`src/rtl/regfile_sb.sv`:
```
// regfile_sb: register file with a busy-bit scoreboard.
// Each entry has a data word and a busy bit. The issue side reserves an
// entry through alloc, and a later writeback stores the data and frees it.
// flush drops every reservation at once. busy_count is a registered
// popcount of the busy bits.
// Optional feature: define REGFILE_SB_BYPASS_EN so a same-cycle writeback
// is forwarded to the read ports. Without it, reads only show registered
// state.

module regfile_sb #(
    parameter int DATA_W   = 32,
    parameter int ADDR_W   = 4,
    parameter int ZERO_REG = 1
) (
    input  logic              clk,
    input  logic              reset,
    input  logic [ADDR_W-1:0] rd_addr1,
    input  logic [ADDR_W-1:0] rd_addr2,
    output logic [DATA_W-1:0] rd_data1,
    output logic [DATA_W-1:0] rd_data2,
    output logic              rd_busy1,
    output logic              rd_busy2,
    input  logic              wr_en,
    input  logic [ADDR_W-1:0] wr_addr,
    input  logic [DATA_W-1:0] wr_data,
    input  logic              alloc_en,
    input  logic [ADDR_W-1:0] alloc_addr,
    output logic              alloc_ready,
    input  logic              flush,
    output logic [ADDR_W:0]   busy_count
);

    localparam int DEPTH = 2 ** ADDR_W;

    logic [DATA_W-1:0] regs [DEPTH];
    logic [DEPTH-1:0]  busy;
    logic [DEPTH-1:0]  busyNext;
    logic [ADDR_W:0]   busyCountNext;
    logic              wrAccept;
    logic              allocAccept;

    // With ZERO_REG set, entry 0 reads as zero and cannot be written or reserved.
    function automatic logic isZeroAddr(input logic [ADDR_W-1:0] addr);
        return (ZERO_REG != 0) && (addr == '0);
    endfunction

    // Decide whether this cycle's writeback and alloc are accepted.
    // Address 0 always reports ready when hardwired, and reset forces ready high.
    always_comb begin
        wrAccept = wr_en && !reset && !isZeroAddr(wr_addr);
        if (reset) begin
            alloc_ready = 1'b1;
        end else if (isZeroAddr(alloc_addr)) begin
            alloc_ready = 1'b1;
        end else begin
            alloc_ready = !busy[alloc_addr] && !flush;
        end
        allocAccept = alloc_en && alloc_ready && !reset && !flush
                      && !isZeroAddr(alloc_addr);
    end

    // Next busy vector. An alloc is applied after the writeback clear, so a new
    // producer wins over a completing one. flush overrides both.
    always_comb begin
        busyNext = busy;
        if (wrAccept) begin
            busyNext[wr_addr] = 1'b0;
        end
        if (allocAccept) begin
            busyNext[alloc_addr] = 1'b1;
        end
        if (flush) begin
            busyNext = '0;
        end
    end

    // Popcount of the next busy vector, so busy_count matches busy after every edge.
    always_comb begin
        busyCountNext = '0;
        for (int i = 0; i < DEPTH; i++) begin
            busyCountNext = busyCountNext + {{ADDR_W{1'b0}}, busyNext[i]};
        end
    end

    // Data storage. Reset clears every entry; a writeback stores data even during flush.
    always_ff @(posedge clk or posedge reset) begin
        if (reset) begin
            for (int i = 0; i < DEPTH; i++) begin
                regs[i] <= '0;
            end
        end else if (wrAccept) begin
            regs[wr_addr] <= wr_data;
        end
    end

    // Busy bits and their registered count.
    always_ff @(posedge clk or posedge reset) begin
        if (reset) begin
            busy       <= '0;
            busy_count <= '0;
        end else begin
            busy       <= busyNext;
            busy_count <= busyCountNext;
        end
    end

    // Read port 1: registered state, plus optional forwarding of a same-cycle writeback.
    always_comb begin
        if (isZeroAddr(rd_addr1)) begin
            rd_data1 = '0;
            rd_busy1 = 1'b0;
        end else begin
            rd_data1 = regs[rd_addr1];
            rd_busy1 = busy[rd_addr1];
        end
`ifdef REGFILE_SB_BYPASS_EN
        if (wrAccept && (wr_addr == rd_addr1)) begin
            rd_data1 = wr_data;
            if (!(allocAccept && (alloc_addr == rd_addr1))) begin
                rd_busy1 = 1'b0;
            end
        end
`endif
    end

    // Read port 2: same behaviour as port 1.
    always_comb begin
        if (isZeroAddr(rd_addr2)) begin
            rd_data2 = '0;
            rd_busy2 = 1'b0;
        end else begin
            rd_data2 = regs[rd_addr2];
            rd_busy2 = busy[rd_addr2];
        end
`ifdef REGFILE_SB_BYPASS_EN
        if (wrAccept && (wr_addr == rd_addr2)) begin
            rd_data2 = wr_data;
            if (!(allocAccept && (alloc_addr == rd_addr2))) begin
                rd_busy2 = 1'b0;
            end
        end
`endif
    end

endmodule

```
`config.mk`:
```
export PLATFORM = sky130hd
export DESIGN_NAME = regfile_sb
export DESIGN_NICKNAME = d
export VERILOG_FILES = /design/src/rtl/regfile_sb.sv
export SDC_FILE = /design/constraint.sdc
export NUM_CORES = 1
export LEC_CHECK = 0
export BUFFER_PORTS_ARGS = -buffer_cell sky130_fd_sc_hd__buf_4
export CORE_MARGIN = 5
export CORE_UTILIZATION = 55
export CTS_CLUSTER_DIAMETER = 120
export DETAILED_ROUTE_END_ITERATION = 8
export GPL_TIMING_DRIVEN = 0
export HOLD_SLACK_MARGIN = 0.12
export PLACE_DENSITY_LB_ADDON = 0.3
export SLEW_MARGIN = 20
export SYNTH_ARGS = -nofsm -noshare
export SYNTH_HDL_FRONTEND = slang
export SYNTH_SLANG_ARGS = --single-unit
```
`constraint.sdc`:
```
create_clock -name clk -period 19.7 [get_ports clk]
set_input_delay 3.94 -clock clk [delete_from_list [all_inputs] [get_ports clk]]
set_output_delay 3.94 -clock clk [all_outputs]
set_load 0.03 [all_outputs]
```
Word level (Yosys, flattened, before mapping)
Index checks and enable logic that the tools add are counted.
- bits in registers: 533
- input bits: 53
- add/subtract/negate cells: 15
- order comparisons: 10
- mux-type cells: 28
- bitwise operators: 6
- reductions and logical operators: 19
- operator list (operator ; number):
    $bwmux 512 ; 1
    $bmux 32 s4 ; 2
    $mux 32 ; 7
    $demux 32 s4 ; 1
    $add 5x1->5 ; 11
    $mux 16 ; 3
    $lt 4x5->1 const B ; 4
    $and 16x16->16 ; 1
    $logic_not 4->1 ; 4
    $not 16->16 ; 1
    $or 16x16->16 ; 1
    $ge 5x5->1 const B ; 3
    $not 4->5 ; 3
    $bmux 1 s4 ; 3
    $logic_and 1x1->1 ; 10
    $mux 1 ; 9
    $demux 1 s4 ; 2
    $ge 4x1->1 const B ; 2
    $add 4x1->5 ; 1
    $logic_not 1->1 ; 5
    $lt 5x1->1 const B ; 1
    $add 3x1->4 ; 1
    $add 2x1->3 ; 1
    $add 1x1->2 ; 1

Depth between registers and ports, before layout
- depth after elaboration: 27
- mapped depth: 19
- mapped depth without buffers: 16

Least setup slack after synthesis
No wires, ideal clock.
- path type: input to register
- from: input port reset
- to: register busy_count[4]
- library setup time: 119 ps
- arrival: 19392 ps
- data required time: 19581 ps
- path slack: 189 ps
- cell stages on the path: 14
- path buffers: 1
- cells stage by stage: inv_1 > nand3_1 > nor4_4 > buf_4 > a31oi_1 > fa_1 > fa_1 > fa_1 > fa_1 > inv_1 > ha_1 > fa_1 > a21oi_1 > nor2b_1
- longest elaborated chain between the ends: 22
- elaborated cells between the ends (all ways): 27
- classes of those cells: add/sub (15); mux (4); bitwise (1); reduce/logical (7)
- RTL lines (element ; line ; text):
    start: declaration ; 16 ; input logic reset,
    $logic_not 1->1 (no line) / $mux 1 (equally long branches) ; -- ;
    $logic_and 1x1->1, on equally long branches (2 in series) ; 50, 58 ;
    $mux 16 / $logic_and 1x1->1 (equally long branches) ; 66, 58 ;
    $or 16x16->16 (no line) / $logic_and 1x1->1 (equally long branches) ; -- ;
    $mux 16 * ; 69 ; if (allocAccept) begin
    $mux 16 * ; 72 ; if (flush) begin
    $add 1x1->2 ; 81 ; busyCountNext = busyCountNext + {{ADDR_W{1'b0}}, busyNext[i]};
    $add 2x1->3 ; 81 ;
    $add 3x1->4 ; 81 ;
    $add 4x1->5 ; 81 ;
    $add 5x1->5 (10 in series) ; 81 ;
    $add 5x1->5 * ; 81 ;
    via busyCountNext[4] ; 38 ; logic [ADDR_W:0] busyCountNext;
    end signal: assignment ; 103 ; busy_count <= busyCountNext;
    end: declaration ; 30 ; output logic [ADDR_W:0] busy_count
The timed path passes the listed nets; every way through them passes the cells marked *.
A chain may end at the register's enable or synchronous reset.

Worst setup path after layout
- from: input port rd_addr2[0]
- to: output port rd_data2[8]
- longest elaborated chain between the ends: 5
- elaborated cells between the ends (all ways): 6
- classes of those cells: mux (4); bitwise (1); reduce/logical (1)
- RTL lines (element ; line ; text):
    start: declaration ; 18 ; input logic [ADDR_W-1:0] rd_addr2,
    $not 4->5 (not written as such) ; 132 ; rd_data2 = regs[rd_addr2];
    $bmux 32 s4 ; 132 ;
    $mux 32 (not written as such) (2 in series) ; 132 ;
    $mux 32 * ; 128 ; if (isZeroAddr(rd_addr2)) begin
    end: declaration ; 20 ; output logic [DATA_W-1:0] rd_data2,
Mark *: on every way between the ends. The rest lies on a longest branch, timed or not. The select of a mux whose other input is x is not followed.

==> summary.txt <==
Clock tree
  • Num CTS Buffers: 54
  • CTS Hold Bufs: 0
  • Number of cells upsized or downsized after cts: 0
  • CTS tree: yes
  • Maximum level of the CTS H-tree: 2
  • Clock latency on the worst-skew pair: 0.60 ns
  • Count of clock tree sinks: 501
  • Max clock buf depth: 3
  • Root cell of the clock tree: clkbuf_16
  • Post-CTS Setup Inserts: 0
  • Clock-pin slew on the worst setup and hold paths: 0.05 ns

Global routing
  • Via count of the first global-routing pass: 18600
  • Largest net degree at the start of global routing: 109
  • Total global routing track utilization: 31.3%
  • Number of antenna violations at the first check in global routing: 1
  • Global-route wire length before repair: 123 mm
  • Gr ovfl total: 0

Synthesis
  • Syn. warnings: 0
  • Count of state elements after synthesis: 501
  • Gate count of the mapped netlist: 1672
  • Sequential cell area fraction in the yosys report: 46.2%
  • Post-synthesis cell type count: 41
  • Count of flip-flops with a built-in enable after synthesis: 0
  • Post-synth net total: 1740
  • Cell area after synthesis: 27100 um^2
  • Main area contributors after synthesis: dfrtp_1, mux4_2, mux2_2
  • Predominant post-synthesis flop cell: dfrtp_1
  • Yosys top cell by area: dfrtp_1
  • Post-Syn Area per Cell: 16.2 um^2
  • Synth top area share: 46.2%
  • Fraction of registers with async set or reset after synthesis: 100%

Route
  • Drc violations: 0
  • DRT antenna net count: 0
  • DR vias/cell: 6.85
  • Per-cell routed wire length: 32.5 um
  • Vias: 17500
  • Pre-antenna DRT Iters: 5
  • Total wire length: 82.8 mm
  • Violation count after the first detailed-route iteration: 1844

Critical path
  • Reg2reg start: busy[7]$_DFF_PP0_
  • CP Data Required Time: 15.76 ns
  • Worst R2R End: busy_count[4]$_DFF_PP0_
  • Endpoint class of the critical path: output port
  • Type of the worst setup path: in2out
  • Flop2flop setup slack: 14.87 ns
  • Start point of the critical path: rd_addr2[0]
  • FF-to-FF path depth: 15
  • Critical path capture point: rd_data2[8]
  • Type of origin of the critical path: input pin
  • Worst EP arrival: 6.50 ns
  • Library cell appearing most often on the critical path: mux4_2
  • Levels on crit path: 6
  • Ordered list of cells on the worst path: buf_6 > buf_2 > clkbuf_1 > mux4_2 > mux4_2 > buf_4
  • Category of cells accounting for the largest share of critical-path delay: buffers and inverters
  • Largest stage delay on the critical path: 0.88 ns
  • Crit path buffers/inverters: 4
  • Critical Path Fanout Max: 10
  • CP max-delay cell: clkbuf_1

Finish
  • Antenna fix cells: 0
  • Layout overhead on the synthesized area: 13.5%
  • Area of all placed cells without fillers: 30800 um^2
  • Layout cells sized above 1: 57.4%
  • Number of nets in the final layout: 1914

Timing
  • Setup repair after global routing missed its margin: false
  • Minimum clock period: 10.44 ns
  • Final count of hold timing violations: 0
  • Slew headroom: 20.3%
  • Final critical-path share of the clock period: 53.0%
  • FMAX: 0.0958 GHz
  • Final Skew: 0.00532 ns
  • Pins over their slew limit: 0
  • Least-Margin Pin Slew: 1.19 ns
  • Final setup vio count: 0
  • Sum of negative setup slack: 0 ns

Floorplanning
  • Area of the die: 53900 um^2
  • Height of the chip: 232 um
  • Placeable Area: 48800 um^2
  • Width of the chip: 232 um
  • Floorplan row count: 81
  • Top Ports: 125
  • Starting utilization of the core area: 55.5%

Placed design
  • Cell area after placement: 29000 um^2
  • Final weighted congestion in routability-driven placement: 0.876
  • Detailed Place HPWL: 54.6 mm
  • Port Buf Inserts: 112

Job
  • Count of maximum capacitance violations: 0

Min path
  • Class of the worst hold path: reg2reg
  • Hold Path Stages: 1

Run status
  • Run status: finished, final reports clean

Power
  • Static Leak: 13.5 nW
  • Largest vdd supply drop: 0.0688 mV
  • Cell area power density: 103 nW/um^2
  • Total power: 3.16 mW
==> metrics by stage <==
stage | utilization (%) | hold WS (ns) | worst slack, ns | cells
5_1_grt | 63.1 | 0.533 | 9.27 | 2551
6_report | 63.1 | 0.509 | 9.26 | 2551
3_3_place_gp | 59.0 | 0.483 | -4.58 | 2448
4_1_cts | 63.1 | 0.511 | 9.21 | 2551
3_5_place_dp | 59.3 | 0.496 | 9.21 | 2454
2_1_floorplan | - | 0.471 | 0.189 | 1672
==> report_power, final <==
| group | total, mW | leakage, nW | internal (mW) | switching (mW) |
|---|---|---|---|---|
| Sequential | 1.37 | 6.43 | 1.22 | 0.142 |
| Clock | 1.05 | 0.895 | 0.624 | 0.427 |
| Combinational | 0.749 | 6.21 | 0.424 | 0.324 |
==> placed cells by master (no fill, tap or decap), types with 2 or more instances in the layout <==
cell type	instances
mux2_2	505
clkbuf_16	57
buf_16	6
dfrtp_1	501
a32o_1	8
buf_1	4
clkbuf_2	3
a31oi_1	5
nand2_1	10
and3b_1	2
nor3b_2	4
a32oi_1	5
fa_1	10
nor2_1	5
clkbuf_8	12
nor2b_1	18
buf_2	85
inv_1	9
clkbuf_1	83
mux4_2	267
ha_1	5
buf_4	114
buf_6	13
a31o_1	7
and4bb_2	2
mux2_1	42
and3_1	2
nor3b_1	6
bufinv_16	4
a22o_1	66
clkinv_2	7
a21oi_1	2
==> final cells by class <==
| class | instances | area (um^2) |
|---|---|---|
| fill | 3574 | 18000 |
| clock buffer | 84 | 1650 |
| inverter | 10 | 45.0 |
| buffer | 175 | 872 |
| multi-input combinational | 986 | 13700 |
| timing repair buffer | 118 | 1010 |
| sequential | 501 | 12500 |
| clock inverter | 13 | 171 |
| tap | 664 | 831 |
==> worst register-to-register path, cell delays in order, from the launching register on <==
cell and delay [ns]:
dfrtp_1 0.43, mux2_1 0.31, and3_4 0.18, nor4_4 0.42, buf_4 0.26, a32o_1 0.25, fa_1 0.44, inv_1 0.08
fa_1 0.43, fa_1 0.47, fa_1 0.50, inv_1 0.05, ha_1 0.21, fa_1 0.46, a21oi_1 0.17, nor2b_1 0.06
==> sequential cells by signal (all words and copies together) (netlist names) <==
signal      flops
busy_count      5
busy           16
regs          480
==> worst min path at each step <==
stage                      endpoint  slack, ns                  from
6_report       regs[65]$_DFFE_PP0P_       0.51  regs[65]$_DFFE_PP0P_
5_1_grt        regs[82]$_DFFE_PP0P_       0.53  regs[82]$_DFFE_PP0P_
4_1_cts        regs[65]$_DFFE_PP0P_       0.51  regs[65]$_DFFE_PP0P_
3_5_place_dp   regs[79]$_DFFE_PP0P_       0.50  regs[79]$_DFFE_PP0P_
3_3_place_gp   regs[66]$_DFFE_PP0P_       0.48  regs[66]$_DFFE_PP0P_
2_1_floorplan  regs[64]$_DFFE_PP0P_       0.47  regs[64]$_DFFE_PP0P_
==> per-layer routing <==
metal  global-route usage, %  part of all wire [%]
met4                    10.8                   3.9
met3                    9.17                   9.4
met1                    42.4                    39
met5                    1.10                  0.11
met2                    48.9                    47
==> cell usage after synthesis (all sizes together), types with 3 or more instances <==
| cell | number |
|---|---|
| mux2 | 547 |
| dfrtp | 501 |
| mux4 | 267 |
| buf | 104 |
| clkbuf | 71 |
| a22o | 66 |
| nor2b | 18 |
| fa | 10 |
| inv | 10 |
| nand2 | 10 |
| nor3b | 10 |
| a32o | 8 |
| a31o | 7 |
| a31oi | 5 |
| a32oi | 5 |
| ha | 5 |
| nor2 | 5 |
| and3 | 3 |
==> logic make-up (layout without fill, tap and decap cells) <==
group	after synthesis	in the layout	synth area share [%]
xor gates and xnor gates	2	2	0.0646
AOI/OAI and AO/OA	96	96	3.06
and+or+nand+nor	58	58	1.47
adders and majority gates	15	15	0.968
DFF	501	501	46.2
muxes	815	815	44.9
buffers and inverters	185	400	3.32
No activity file was read; power rests on OpenSTA's default activity.
